===== config.mk =====
export PLATFORM = sky130hd
export DESIGN_NAME = load_store_unit
export DESIGN_NICKNAME = d
export VERILOG_FILES = /design/src/rtl/lsu_pkg.sv /design/src/rtl/lsu_check.sv /design/src/rtl/load_store_unit.sv
export SDC_FILE = /design/constraint.sdc
export NUM_CORES = 1
export LEC_CHECK = 0
export ABC_AREA = 1
export CORE_MARGIN = 3
export CORE_UTILIZATION = 35
export CTS_CLUSTER_DIAMETER = 200
export DETAILED_ROUTE_END_ITERATION = 10
export HOLD_SLACK_MARGIN = 0.05
export PLACE_DENSITY_LB_ADDON = 0.2
export RECOVER_POWER = 100
export SYNTH_ARGS = -nofsm -noshare
export SYNTH_HDL_FRONTEND = slang
export SYNTH_SLANG_ARGS = --single-unit

===== constraint.sdc =====
create_clock -name clk -period 4.9 [get_ports clk]
set_input_delay 1.225 -clock clk [delete_from_list [all_inputs] [get_ports clk]]
set_output_delay 1.225 -clock clk [all_outputs]
set_load 0.02 [all_outputs]

===== src/rtl/lsu_pkg.sv =====
// Shared definitions for the load/store unit: funct3 encodings, FSM states
// and the access-size helper.
package lsu_pkg;

  localparam logic [2:0] F3_B  = 3'b000;
  localparam logic [2:0] F3_H  = 3'b001;
  localparam logic [2:0] F3_W  = 3'b010;
  localparam logic [2:0] F3_BU = 3'b100;
  localparam logic [2:0] F3_HU = 3'b101;

  typedef enum logic [1:0] {
    IDLE   = 2'd0,
    ACCESS = 2'd1,
    RESP   = 2'd2
  } state_t;

  // Bytes touched by an access; undefined encodings report 4 and are rejected elsewhere.
  function automatic logic [2:0] access_size(input logic [2:0] funct3);
    case (funct3)
      F3_B, F3_BU: access_size = 3'd1;
      F3_H, F3_HU: access_size = 3'd2;
      F3_W:        access_size = 3'd4;
      default:     access_size = 3'd4;
    endcase
  endfunction

endpackage


===== src/rtl/lsu_check.sv =====
// Combinational request checker: alignment, funct3/kind legality and
// address range against the data memory size.
module lsu_check
  import lsu_pkg::*;
#(
  parameter int unsigned DEPTH = 256
) (
  input  logic        is_load,
  input  logic        is_store,
  input  logic [2:0]  funct3,
  input  logic [31:0] addr,
  output logic        misaligned,
  output logic        illegal
);

  logic [31:0] last_byte;

  always_comb begin
    misaligned = 1'b0;
    case (funct3[1:0])
      2'b01:   misaligned = addr[0];
      2'b10:   misaligned = |addr[1:0];
      default: misaligned = 1'b0;
    endcase

    // Highest byte touched, compared as a plain 32-bit value
    last_byte = addr + 32'(access_size(funct3)) - 32'd1;

    illegal = (is_load == is_store)
           || (funct3 inside {3'b011, 3'b110, 3'b111})
           || (is_store && (funct3 == F3_BU || funct3 == F3_HU))
           || (last_byte >= 32'(DEPTH));
  end

endmodule


===== src/rtl/load_store_unit.sv =====
// Memory-stage controller: validates one request at a time, strobes the data
// memory for MEM_LAT cycles and returns a registered writeback response.
module load_store_unit
  import lsu_pkg::*;
#(
  parameter int unsigned DEPTH   = 256,
  parameter int unsigned ADDRW   = $clog2(DEPTH),
  parameter int unsigned MEM_LAT = 1
) (
  input  logic             clk,
  input  logic             rst,
  input  logic             req_valid,
  input  logic             req_is_load,
  input  logic             req_is_store,
  input  logic [2:0]       req_funct3,
  input  logic [31:0]      req_addr,
  input  logic [31:0]      req_wdata,
  input  logic [4:0]       req_rd,
  output logic [ADDRW-1:0] mem_addr,
  output logic [2:0]       mem_sel,
  output logic             mem_write_data,
  output logic             mem_read_data,
  output logic [31:0]      mem_wdata,
  input  logic [31:0]      mem_rdata,
  output logic             stall,
  output logic             resp_valid,
  output logic             resp_is_load,
  output logic [31:0]      resp_rdata,
  output logic [4:0]       resp_rd,
  output logic             misaligned,
  output logic             access_fault,
  output logic [31:0]      fault_addr
);

  localparam int unsigned     CNTW     = (MEM_LAT > 1) ? $clog2(MEM_LAT) : 1;
  localparam logic [CNTW-1:0] CNT_LAST = CNTW'(MEM_LAT - 1);

  state_t           state_q, state_d;
  logic [CNTW-1:0]  cnt_q, cnt_d;
  logic             lat_load_q, lat_load_d;
  logic [4:0]       lat_rd_q, lat_rd_d;
  logic             chk_misaligned, chk_illegal, accept;

  logic [ADDRW-1:0] mem_addr_d;
  logic [2:0]       mem_sel_d;
  logic [31:0]      mem_wdata_d;
  logic             mem_write_data_d, mem_read_data_d;
  logic             resp_valid_d, resp_is_load_d;
  logic [31:0]      resp_rdata_d;
  logic [4:0]       resp_rd_d;
  logic             misaligned_d, access_fault_d;
  logic [31:0]      fault_addr_d;

  lsu_check #(.DEPTH(DEPTH)) u_check (
    .is_load    (req_is_load),
    .is_store   (req_is_store),
    .funct3     (req_funct3),
    .addr       (req_addr),
    .misaligned (chk_misaligned),
    .illegal    (chk_illegal)
  );

  // Upstream is frozen from the accepting cycle through the last strobe cycle
  assign stall = accept | (state_q == ACCESS);

  always_comb begin
    state_d          = state_q;
    cnt_d            = cnt_q;
    lat_load_d       = lat_load_q;
    lat_rd_d         = lat_rd_q;
    mem_addr_d       = mem_addr;
    mem_sel_d        = mem_sel;
    mem_wdata_d      = mem_wdata;
    mem_write_data_d = 1'b0;
    mem_read_data_d  = 1'b0;
    resp_valid_d     = 1'b0;
    resp_is_load_d   = resp_is_load;
    resp_rdata_d     = resp_rdata;
    resp_rd_d        = resp_rd;
    misaligned_d     = 1'b0;
    access_fault_d   = 1'b0;
    fault_addr_d     = fault_addr;
    accept           = 1'b0;

    case (state_q)
      IDLE: begin
        if (req_valid) begin
          if (chk_misaligned) begin
            misaligned_d = 1'b1;
            fault_addr_d = req_addr;
          end else if (chk_illegal) begin
            access_fault_d = 1'b1;
            fault_addr_d   = req_addr;
          end else begin
            accept           = 1'b1;
            state_d          = ACCESS;
            cnt_d            = '0;
            lat_load_d       = req_is_load;
            lat_rd_d         = req_rd;
            mem_addr_d       = req_addr[ADDRW-1:0];
            mem_sel_d        = req_funct3;
            mem_wdata_d      = req_wdata;
            mem_write_data_d = req_is_store;
            mem_read_data_d  = req_is_load;
          end
        end
      end
      ACCESS: begin
        if (cnt_q == CNT_LAST) begin
          state_d        = RESP;
          resp_valid_d   = 1'b1;
          resp_is_load_d = lat_load_q;
          resp_rd_d      = lat_rd_q;
          if (lat_load_q) resp_rdata_d = mem_rdata;
        end else begin
          cnt_d            = cnt_q + CNTW'(1);
          mem_write_data_d = ~lat_load_q;
          mem_read_data_d  = lat_load_q;
        end
      end
      RESP:    state_d = IDLE;
      default: state_d = IDLE;
    endcase
  end

  always_ff @(posedge clk) begin
    if (rst) begin
      state_q        <= IDLE;
      cnt_q          <= '0;
      lat_load_q     <= 1'b0;
      lat_rd_q       <= '0;
      mem_addr       <= '0;
      mem_sel        <= '0;
      mem_wdata      <= '0;
      mem_write_data <= 1'b0;
      mem_read_data  <= 1'b0;
      resp_valid     <= 1'b0;
      resp_is_load   <= 1'b0;
      resp_rdata     <= '0;
      resp_rd        <= '0;
      misaligned     <= 1'b0;
      access_fault   <= 1'b0;
      fault_addr     <= '0;
    end else begin
      state_q        <= state_d;
      cnt_q          <= cnt_d;
      lat_load_q     <= lat_load_d;
      lat_rd_q       <= lat_rd_d;
      mem_addr       <= mem_addr_d;
      mem_sel        <= mem_sel_d;
      mem_wdata      <= mem_wdata_d;
      mem_write_data <= mem_write_data_d;
      mem_read_data  <= mem_read_data_d;
      resp_valid     <= resp_valid_d;
      resp_is_load   <= resp_is_load_d;
      resp_rdata     <= resp_rdata_d;
      resp_rd        <= resp_rd_d;
      misaligned     <= misaligned_d;
      access_fault   <= access_fault_d;
      fault_addr     <= fault_addr_d;
    end
  end

endmodule


==> results.md, run 1 <==
- CP max FO: 3
- Clk_skew: 0.0105 ns
- Crit-path cells: buf_4 > ha_4 > inv_4 > nand2_2 > ha_4 > inv_2 > fa_2 > nand3_2 > nand3_2 > nand2_2 > nand2_2 > nand2_2 > nand2_2 > nand2_1 > nand2_1 > nor2_1 > nand2_1 > nor2_2 > nand3_2 > nor2_4 > nand4_1 > nand2_4 > buf_6
- Critical path type: input pin to primary output
- Vias per cell: 4.65
- Actual slew at the worst max-slew pin: 3.28 ns
- Worst-Skew Late Latency: ~0.41 ns
- First-pass GRT wire length: between 40,000 and 50,000 µm
- Drt total wl: roughly 26,000 µm
- Worst vdd ir: 0.228 mV
- Vias in the first global route: 8,164
- Routed Antenna Nets: 0
- Fin crit period: 5.16 ns
- Port Buffers: approximately 230
- Max incr delay on CP: 0.41 ns
- Pwr Density: 253 nW/µm²
- Crit path top cell by count: nand2_2
- # diodes: 0
- FILL cells: 1,973
- CP Data Arrival Time: ~4 ns
- Die Area: 23,100 µm²
- Placer Congestion: 0.878
- GRT overflow: 0
- CP Launch Point: req_funct3[0]
- Yosys reg bits: 126
- Cts bufs inserted: 17
- Design Power: 3.09 mW
- Initial antenna violation count: 1
- Die Ht: roughly 150 µm
- Starting Density: 0.363
- Mean Syn Cell Area: slightly above 6 µm²
- Die Span X: roughly 150 µm
- Final setup vio count: 1
- Synth area leader: dfxtp_1
- Largest net degree at the start of global routing: 70
- Fmax: 194 MHz
- Critical R2R Launch: state_q[0]$_SDFFE_PP0P_
- CTS clock-pin slew for the worst setup and hold paths: 0.06 ns
- # Max-Cap Violations: 1
- Clock tree from TritonCTS: done
- Ranking of synthesized cells by area: dfxtp_1 34%, nand2_1 21%, inv_1 9.7%
- Initial DRC count: 355
- CTS Hold Buffers Added: 0
- Area Overhead vs Synth: 64.1%
- NumNets Final: approximately 1.7k
- Final TNS setup: -0.257 ns
- I/O pin cnt: 228
- RSZ-0062 raised after global routing: true
- Final period util: 1.05
- Endpoints failing hold: 0
- Row cnt: 52
- GRT Total Usage: 0.211
- Count of cell types in the netlist: 31
- Sink Count: about 130
- Slowest stage cell, crit path: fa_2
- Worst hold path type: register to register
- Worst rel slew slack: -1.18
- H-tree levels: 4
- Layout cells sized above 1: 0.186
- Clock root cell: clkbuf_16
- Hpwl dp: 19,100 µm
- Floorplan core area: 20,600 µm²
- Failing checks: max-capacitance violations, max-slew violations, negative setup slack
- Drt wl/cell: 14.2 µm
- Crit end category: primary output
- Net Count, Synth: 1,376
- Seq/Total Area, Yosys: 0.338
- Outcome: finished with violations
- Pre-CTS WS: -1.28 ns
- Vias: ~8.6k
- P_leak: 6.47 nW
- Post-Synthesis Cells: 1,229
- WP data required: about 3.7 ns
- Final hold slack: 0.455 ns
- Mapped cell area: 7460 µm²
- TritonRoute pass-1 iters: 4
- Final WS setup: -0.257 ns
- Worst setup SP type: input pin
- Worst Hold Launch: resp_rdata[23]$_SDFFE_PP0P_
- DRC: 0
- Final Max Tran Viols: 70
- Top cell type's share of synthesized area: 0.338
- Synth Warn #: 0
- Clock Tree Buf Depth: 2
==> per-layer routing <==
metal,GRT usage,share of wire,vias to the layer above
met4,0.0779,0.027,2
met2,0.358,0.47,225
li1,-,-,4458
met1,0.261,0.45,3891
met3,0.0515,0.055,45
met5,0,0.00027,-
==> state kept, by name, summed over array words and instances, names as in the netlist <==
name            count
misaligned          1
resp_rdata         32
fault_addr         32
access_fault        1
resp_valid          1
lat_load_q          1
mem_sel             3
mem_addr            8
mem_wdata          32
resp_rd             5
resp_is_load        1
state_q             2
mem_read_data       1
mem_write_data      1
lat_rd_q            5
==> logic make-up after synthesis <==
| family | Yosys count | synth area share |
|---|---|---|
| AOI/OAI and AO/OA | 128 | 0.0874 |
| xor gates and xnor gates | 1 | 0.00117 |
| adders and majority gates | 38 | 0.0647 |
| buffers and inverters | 256 | 0.134 |
| DFF | 126 | 0.338 |
| and+or+nand+nor | 680 | 0.375 |
==> report_power, final <==
part / internal [mW] / switching, mW / total (mW)
sequential: 1.04 / 0.00699 / 1.05
clock: 0.822 / 0.495 / 1.32
combinational: 0.351 / 0.379 / 0.730
==> cells in the final DEF, fill, tap and decap left out, types with 3 or more instances in the layout <==
cell             Yosys  final
nor3_1               6      5
ha_2                 0      4
o21ai_1             14     11
inv_2               14     20
buf_12               0      4
a21oi_1             92     86
clkinvlp_4           0      3
nor2_1             123    110
buf_4                4    121
dlygate4sd3_1        0    118
o21ai_2              0     10
nand2_4              0      4
nor2_4               0      8
o21bai_1             3      3
nor2_2               7     12
dlymetal6s2s_1       0     14
nand2_2              3     24
o21ai_0             18     11
clkinv_1             6      6
dlygate4sd2_1        0      3
dfxtp_1            126    126
clkdlybuf4s50_1      0     88
nand3_2              2      6
nand3b_1             6      6
inv_1              193    184
nand2_1            412    386
clkbuf_1            32      3
buf_6                2      6
inv_6                0      5
a21oi_2              1      7
clkbuf_16            0     22
nand3_1            103     97
bufinv_16            0      3
ha_4                 0     19
nand4_1             13     13
ha_1                37     14
==> area by class of cell <==
class | instances | area [µm²] | share of cell area
clock buffer | 18 | 439 | 0.0359
multi-input combinational | 847 | 4470 | 0.365
clock inverter | 14 | 179 | 0.0146
tap | 270 | 338 | 0.0276
inverter | 213 | 817 | 0.0667
timing repair buffer | 364 | 3480 | 0.284
sequential | 126 | 2520 | 0.206
==> worst paths after layout <==
| kind | to | depth (start not counted) | slack [ns] |
|---|---|---|---|
| min reg2reg | resp_rdata[23]$_SDFFE_PP0P_ | 2 | 0.46 |
| max reg2reg | resp_rdata[9]$_SDFFE_PP0P_ | 6 | 2.55 |
| max | stall | 23 | -0.26 |
| min | resp_rdata[23]$_SDFFE_PP0P_ | 2 | 0.46 |
==> stage by stage <==
step,area [µm²],instances,utilization
after floorplan,7540,1229,-
after global placement,10900,1800,0.530
after detailed placement,10900,1800,0.530
after CTS,11700,1845,0.568
after global routing,12200,1852,0.596
final,12200,1852,0.596
==> what timing repair did <==
item	4_1_cts	5_1_grt
endpoints found under the setup margin	1	54
endpoints found under the hold margin	0	0
resized for setup	39	109
pin swaps	13	24
buffers inserted	13	5
gates cloned	0	7
==> worst max-delay path, delay by kind of cell <==
kind	cells	cell delay, ns
adders and majority gates	3	0.85
buffers and inverters	4	0.36
and+or+nand+nor	16	1.48
==> synthesized netlist by cell type <==
cell type    n
o21ai_0     18
ha_1        37
nand3b_1     6
fa_1         1
nand2_2      3
nor4_1       1
a21oi_2      1
clkinv_1     6
nand3_2      2
buf_6        2
o21ai_1     14
nor2_2       7
nand4_1     13
xor2_1       1
buf_2        4
buf_4        4
and2_1       1
a21oi_1     92
nand3_1    103
buf_1        1
nor3_2       1
dfxtp_1    126
nand2_1    412
or2_1        1
nor2_1     123
o21bai_1     3
inv_2       14
or2_2        1
nor3_1       6
clkbuf_1    32
inv_1      193
Power figures use the tool's default switching activity.
==> run 2: changes to the inputs <==
Settings changed: CORE_UTILIZATION 35 to 43, CTS_CLUSTER_DIAMETER 200 to 120.
==> run 2 against run 1 <==
Compared with the run above:
- the flow still finishes with violations (max-capacitance violations, max-slew violations, negative setup slack)
- cell count is 2.9% lower
- core utilization increased by 13 points
- die area decreased by 18%
- routed wire length rose by 0.62%
- sequential cell count stayed put
- largest cell class unchanged
- largest power group unchanged
==> results.md, run 2 (synthesis gave the netlist of run 1 again) <==
- # Max-Cap Violations: 1
- Pre-CTS WS: -1.29 ns
- Crit path top cell by count: nand2_2
- Clk_skew: around 0.011 ns
- Drt total wl: 26,500 µm
- Hold Crit Depth: 2
- Largest net degree at the start of global routing: 70
- Most frequent cells in the layout: 393 x nand2_1, 185 x inv_1, 126 x dfxtp_1
- Clock Tree Buf Depth: 2
- Commonest non-fill, non-tap cell in the layout: nand2_1
- Worst Hold Launch: resp_rdata[1]$_SDFFE_PP0P_
- Pwr Density: between 200 and 300 nW/µm²
- Worst vdd ir: 0.277 mV
- Outcome: finished with violations
- Area of the multi-input gates: 4470 µm²
- Port Buffers: 227
- Worst setup SP type: input pin
- Crit-path cells: buf_12 > inv_12 > ha_4 > inv_4 > ha_4 > inv_2 > ha_4 > fa_2 > buf_6 > nand2_2 > nand3_2 > nand2_2 > nand2_2 > nand2_2 > nand2_1 > nand2_1 > buf_4 > nand2_2 > nor2_2 > nand3_2 > nor2_4 > nand4_1 > nand2_4 > buf_6
- Final Max Tran Viols: 70
- H-tree levels: 4
- Fin crit period: 5.16 ns
- Clock root cell: clkbuf_16
- DRC: 0
- Vias in the first global route: 7,912
- Initial antenna violation count: 0
- Area Overhead vs Synth: 63.4%
- Sink Count: 126
- Layout cells sized above 1: 0.181
- Clock tree from TritonCTS: done
- Row cnt: 47
- Floorplan core area: 16,800 µm²
- Biggest registers after layout: fault_addr: 32 flops, mem_wdata: 32 flops, resp_rdata: 32 flops
- Total area of sequential cells: roughly 2500 µm²
- Cts bufs inserted: 17
- TritonRoute pass-1 iters: 5
- Routed Antenna Nets: 0
- CTS clock-pin slew for the worst setup and hold paths: 0.06 ns
- FILL cells: 1,331
- Hold Path End: resp_rdata[1]$_SDFFE_PP0P_
- Final WS setup: -0.264 ns
- Starting Density: 0.445
- Crit end category: primary output
- Actual slew at the worst max-slew pin: 3.26 ns
- Worst R2R Path Depth: 6
- Crit path buffers/inverters: 7
- R2r setup slk: 2.63 ns
- Die Ht: 138 µm
- Fmax: 194 MHz
- RSZ-0062 raised after global routing: true
- CP max FO: 2
- First-pass GRT wire length: 38,000 µm
- Placer Congestion: 0.950
- Endpoints failing hold: 0
- WP data required: ~3.7 ns
- CP Data Arrival Time: 3.94 ns
- Initial DRC count: 538
- Worst-Skew Late Latency: 0.42 ns
- Failing checks: max-capacitance violations, max-slew violations, negative setup slack
- Worst rel slew slack: -1.17
- Die Area: about 19,000 µm²
- P_leak: 6.45 nW
- Critical R2R Launch: state_q[0]$_SDFFE_PP0P_
- Final period util: 1.05
- Delay-heaviest family, CP: simple AND/OR/NAND/NOR gates
- Drt wl/cell: 14.7 µm
- Design Power: 3.18 mW
- NumNets Final: 1,712
- RR Endpoint: resp_rdata[27]$_SDFFE_PP0P_
- GRT Total Usage: 0.251
- GRT overflow: 0
- Vias: 8,761
- Max incr delay on CP: 0.39 ns
- I/O pin cnt: 228
- Final setup vio count: 1
- Hpwl dp: 18,500 µm
- Vias per cell: 4.87
- CTS Hold Buffers Added: 0
- Die Span X: 138 µm
- Critical path type: input pin to primary output
- Worst hold path type: register to register
- Slowest stage cell, crit path: fa_2
[run 2: cell types whose count changed in the layout (fill, tap and decap cells not counted), moves of 3 or more]
cell        previous run  this run
a21oi_2                7         2
o21ai_1               11         7
ha_4                  19        22
nor2_2                12        19
a21oi_1               86        91
clkinvlp_4             3         0
nand2_2               24        19
nor2_4                 8         5
nor2_1               110       106
nand2_1              386       393
[run 2: power by group]
part           switching, mW  internal, mW  leakage (nW)  total, mW
Clock                  0.503         0.914         0.323       1.42
Combinational          0.374         0.346          5.11      0.719
Sequential           0.00762          1.04          1.02       1.05
[run 2: through the flow]
| stage | TNS, ns | hold WS, ns | util | instance area (µm²) | std cells |
|---|---|---|---|---|---|
| final | -0.264 | 0.455 | 0.727 | 12200 | 1798 |
| after global routing | -6.72 | 0.472 | 0.727 | 12200 | 1797 |
| after CTS | -8.62 | 0.460 | 0.690 | 11600 | 1786 |
| after detailed placement | -1.29 | 0.451 | 0.641 | 10700 | 1741 |
| after global placement | -1.21 | 0.443 | 0.641 | 10700 | 1741 |
| after floorplan | -0.00648 | 0.425 | - | 7540 | 1229 |
[run 2: layout make-up]
type                    count  area share
flip-flops and latches    126       0.207
clock buffers              17      0.0349
repair buffers            360       0.283
well taps                 220      0.0226
clock inverters            14      0.0189
diodes                      1    0.000205
inverters                 213      0.0670
multi-input cells         847       0.367
[run 2: worst max path at each step]
| stage | from | endpoint | slack, ns | depth (start not counted) |
|---|---|---|---|---|
| global route | req_funct3[1] | stall | -0.43 | 24 |
| global placement | req_funct3[1] | stall | -1.21 | 25 |
| finish | req_funct3[1] | stall | -0.26 | 24 |
| floorplan | req_funct3[1] | stall | -0.006 | 24 |
| detailed placement | req_funct3[1] | stall | -1.29 | 25 |
| CTS | req_funct3[1] | stall | -0.37 | 24 |
[run 2: worst min-delay path: stages, from the launching register on]
cell and delay (ns):
dfxtp_1 0.30, nand2_1 0.06, a21oi_1 0.05
[run 2: per-layer routing]
| layer | vias to the layer above | GRT usage | routed length, µm |
|---|---|---|---|
| li1 | 4461 | - | - |
| met1 | 3899 | 0.301 | 11000 |
| met2 | 335 | 0.431 | 12600 |
| met3 | 66 | 0.0694 | 1900 |
| met4 | 0 | 0.0884 | 962 |
| met5 | - | 0 | 0 |
[run 2: repair_timing]
item | CTS | global route
cloned | 0 | 8
buffers inserted | 14 | 8
gates resized for setup | 34 | 107
pin swaps | 15 | 26
endpoints found under the setup margin | 1 | 54
endpoints found under the hold margin | 0 | 0
==> run 3: changes to the inputs <==
Settings changed: CORE_MARGIN 3 to 4.
==> run 3 against run 2 <==
Compared with the run above:
- the flow still finishes with violations (max-capacitance violations, max-slew violations, negative setup slack)
- via count up 0.27%
- sequential power is essentially flat
- final area barely moved
- clock power decreased by 11%
- setup slack improved by 0.045 ns
- combinational power fell by 0.7%
- cell count is 1.2% higher
- worst hold slack improved by 0.00098 ns
- global-route usage increased by 0.11 points
- first-iteration DRC count down 6.5%
- core utilization fell by 0.26 points
- critical endpoint unchanged
==> results.md, run 3 (synthesis gave the netlist of run 1 again) <==
- Drt wl/cell: 14.8 µm
- Comb pwr share: 0.236
- Final Max Tran Viols: 103
- Finished Cell Area: 12,200 µm²
- I/O pin cnt: between 200 and 250
- Drt total wl: 27,000 µm
- DRC: 0
- Hpwl dp: roughly 19,000 µm
- Largest net degree at the start of global routing: 53
- Worst vdd ir: approximately 0.24 mV
- Failing checks: max-capacitance violations, max-slew violations, negative setup slack
- Endpoints failing hold: 0
- Initial DRC count: 503
- Critical path type: input pin to primary output
- GRT Total Usage: 0.252
- Cts bufs inserted: 17
- Commonest non-fill, non-tap cell in the layout: nand2_1
- Clock power frac: 0.417
- CP max FO: 2
- Actual slew at the worst max-slew pin: 2.29 ns
- Port Buffers: roughly 230
- Sink Count: 126
- Die Ht: 140 µm
- Pwr Density: 248 nW/µm²
- RSZ-0062 raised after global routing: true
- Worst hold path type: register to register
- Internal power: around 2.1 mW
- Switching power: roughly 0.9 mW
- Layout cells sized above 1: 0.188
- Worst rel slew slack: -0.525
- Clk_skew: around 0.015 ns
- Die Area: 19,500 µm²
- Die Span X: 140 µm
- Most frequent cells in the layout: 391 x nand2_1, 185 x inv_1, 131 x buf_4
- Design Power: 3.02 mW
- H-tree levels: 4
- Fmax: 195 MHz
- TritonRoute pass-1 iters: 7
- Starting Density: 0.444
- Vias in the first global route: between 8k and 9k
- Crit end category: primary output
- Initial antenna violation count: 0
- Vias per cell: 4.83
- First-pass GRT wire length: 40,600 µm
- Outcome: finished with violations
- # diodes: 0
- Final WS setup: -0.219 ns
- Flop pwr share: 0.346
- Dpl cell area: ~11,000 µm²
- Routed Antenna Nets: 0
- Sw Ratio: 0.291
- Worst setup SP type: input pin
- WP data required: ~3.7 ns
- P_leak: roughly 6.5 nW
- Clock root cell: clkbuf_16
- Worst-Skew Late Latency: 0.43 ns
- Floorplan core area: 16,800 µm²
- Placer Congestion: 0.955
- NumNets Final: 1,734
- GRT overflow: 0
- Biggest registers after layout: fault_addr: 32 flops, mem_wdata: 32 flops, resp_rdata: 32 flops
- # Max-Cap Violations: 2
- Row cnt: 47
- Clock Tree Buf Depth: 2
- Vias: 8,785
- CP Data Arrival Time: 3.89 ns
- Fin crit period: 5.12 ns
- Final setup vio count: 1
- CTS clock-pin slew for the worst setup and hold paths: 0.06 ns
- Area Overhead vs Synth: 63.4%
- Clock tree from TritonCTS: done
- Final period util: 1.04
-- run 3: changes by cell type in the layout (fill, tap and decap cells not counted), sizes merged --
cell           delta
buf              +19
bufinv            -3
clkbuf            +4
clkdlybuf4s15     -1
clkdlybuf4s50     +3
clkinv            +1
clkinvlp          +4
diode             -1
dlygate4sd2       +1
dlymetal6s2s      -3
inv               -3
-- run 3: metrics by stage --
step,utilization,TNS [ns],std cells,hold WS [ns],setup WS [ns]
finish,0.725,-0.219,1819,0.456,-0.219
global route,0.725,-4.62,1819,0.477,-0.436
CTS,0.688,-2.70,1801,0.461,-0.334
detailed placement,0.641,-1.26,1749,0.451,-1.26
global placement,0.641,-1.20,1749,0.447,-1.20
floorplan,-,-0.00648,1229,0.425,-0.00648
-- run 3: path summary, 6_finish.rpt --
kind,startpoint,endpoint,slack (ns),cells after the start
worst max-delay path,req_funct3[1],stall,-0.22,23
worst max register to register,state_q[0]$_SDFFE_PP0P_,resp_rdata[28]$_SDFFE_PP0P_,2.66,6
worst min register to register,fault_addr[10]$_SDFFE_PP0P_,fault_addr[10]$_SDFFE_PP0P_,0.46,2
worst min-delay path,fault_addr[10]$_SDFFE_PP0P_,fault_addr[10]$_SDFFE_PP0P_,0.46,2
-- run 3: final cells by class --
| type | count | area (µm²) |
|---|---|---|
| inverter | 213 | 815 |
| clock buffer | 18 | 439 |
| fill | 1382 | 4630 |
| sequential | 126 | 2520 |
| timing repair buffer | 382 | 3630 |
| tap | 220 | 275 |
| clock inverter | 13 | 140 |
| multi-input combinational | 847 | 4370 |
-- run 3: worst max-delay path: stages --
cell and delay, ns:
buf_12 0.11, inv_12 0.05, ha_4 0.13, inv_4 0.04, ha_4 0.25, inv_2 0.03, ha_4 0.15, fa_2 0.39
nand3_2 0.08, nand3_2 0.08, nand2_2 0.10, buf_6 0.10, nand3b_1 0.06, nand2_1 0.08, nand3_1 0.07, nor2_1 0.11
nand2_1 0.06, nor2_1 0.11, nand3_1 0.11, nor2_2 0.15, nand4_1 0.18, nand2_4 0.10, buf_6 0.12
-- run 3: routing by layer --
| metal | track usage | part of all wire | up-vias | wire, µm |
|---|---|---|---|---|
| met5 | 0 | 0 | - | 0 |
| met4 | 0.0933 | 0.032 | 0 | 858 |
| met3 | 0.0642 | 0.067 | 55 | 1810 |
| met2 | 0.428 | 0.48 | 285 | 12900 |
| met1 | 0.308 | 0.42 | 3934 | 11400 |
| li1 | - | - | 4511 | - |
-- run 3: power by group through the flow --
stage / logic (mW) / clock network, mW / registers, mW
2_1_floorplan: 0.305 / 0 / 1.09
3_3_place_gp: 0.642 / 0 / 1.07
3_5_place_dp: 0.646 / 0 / 1.07
4_1_cts: 0.674 / 1.27 / 1.05
5_1_grt: 0.789 / 1.32 / 1.05
6_report: 0.714 / 1.26 / 1.05
-- run 3: repair_timing --
item	CTS	global route
gates cloned	0	9
hold buffers	0	0
setup endpoints to repair	1	54
setup buffers	21	13
resized for setup	38	97
pin swaps	14	19
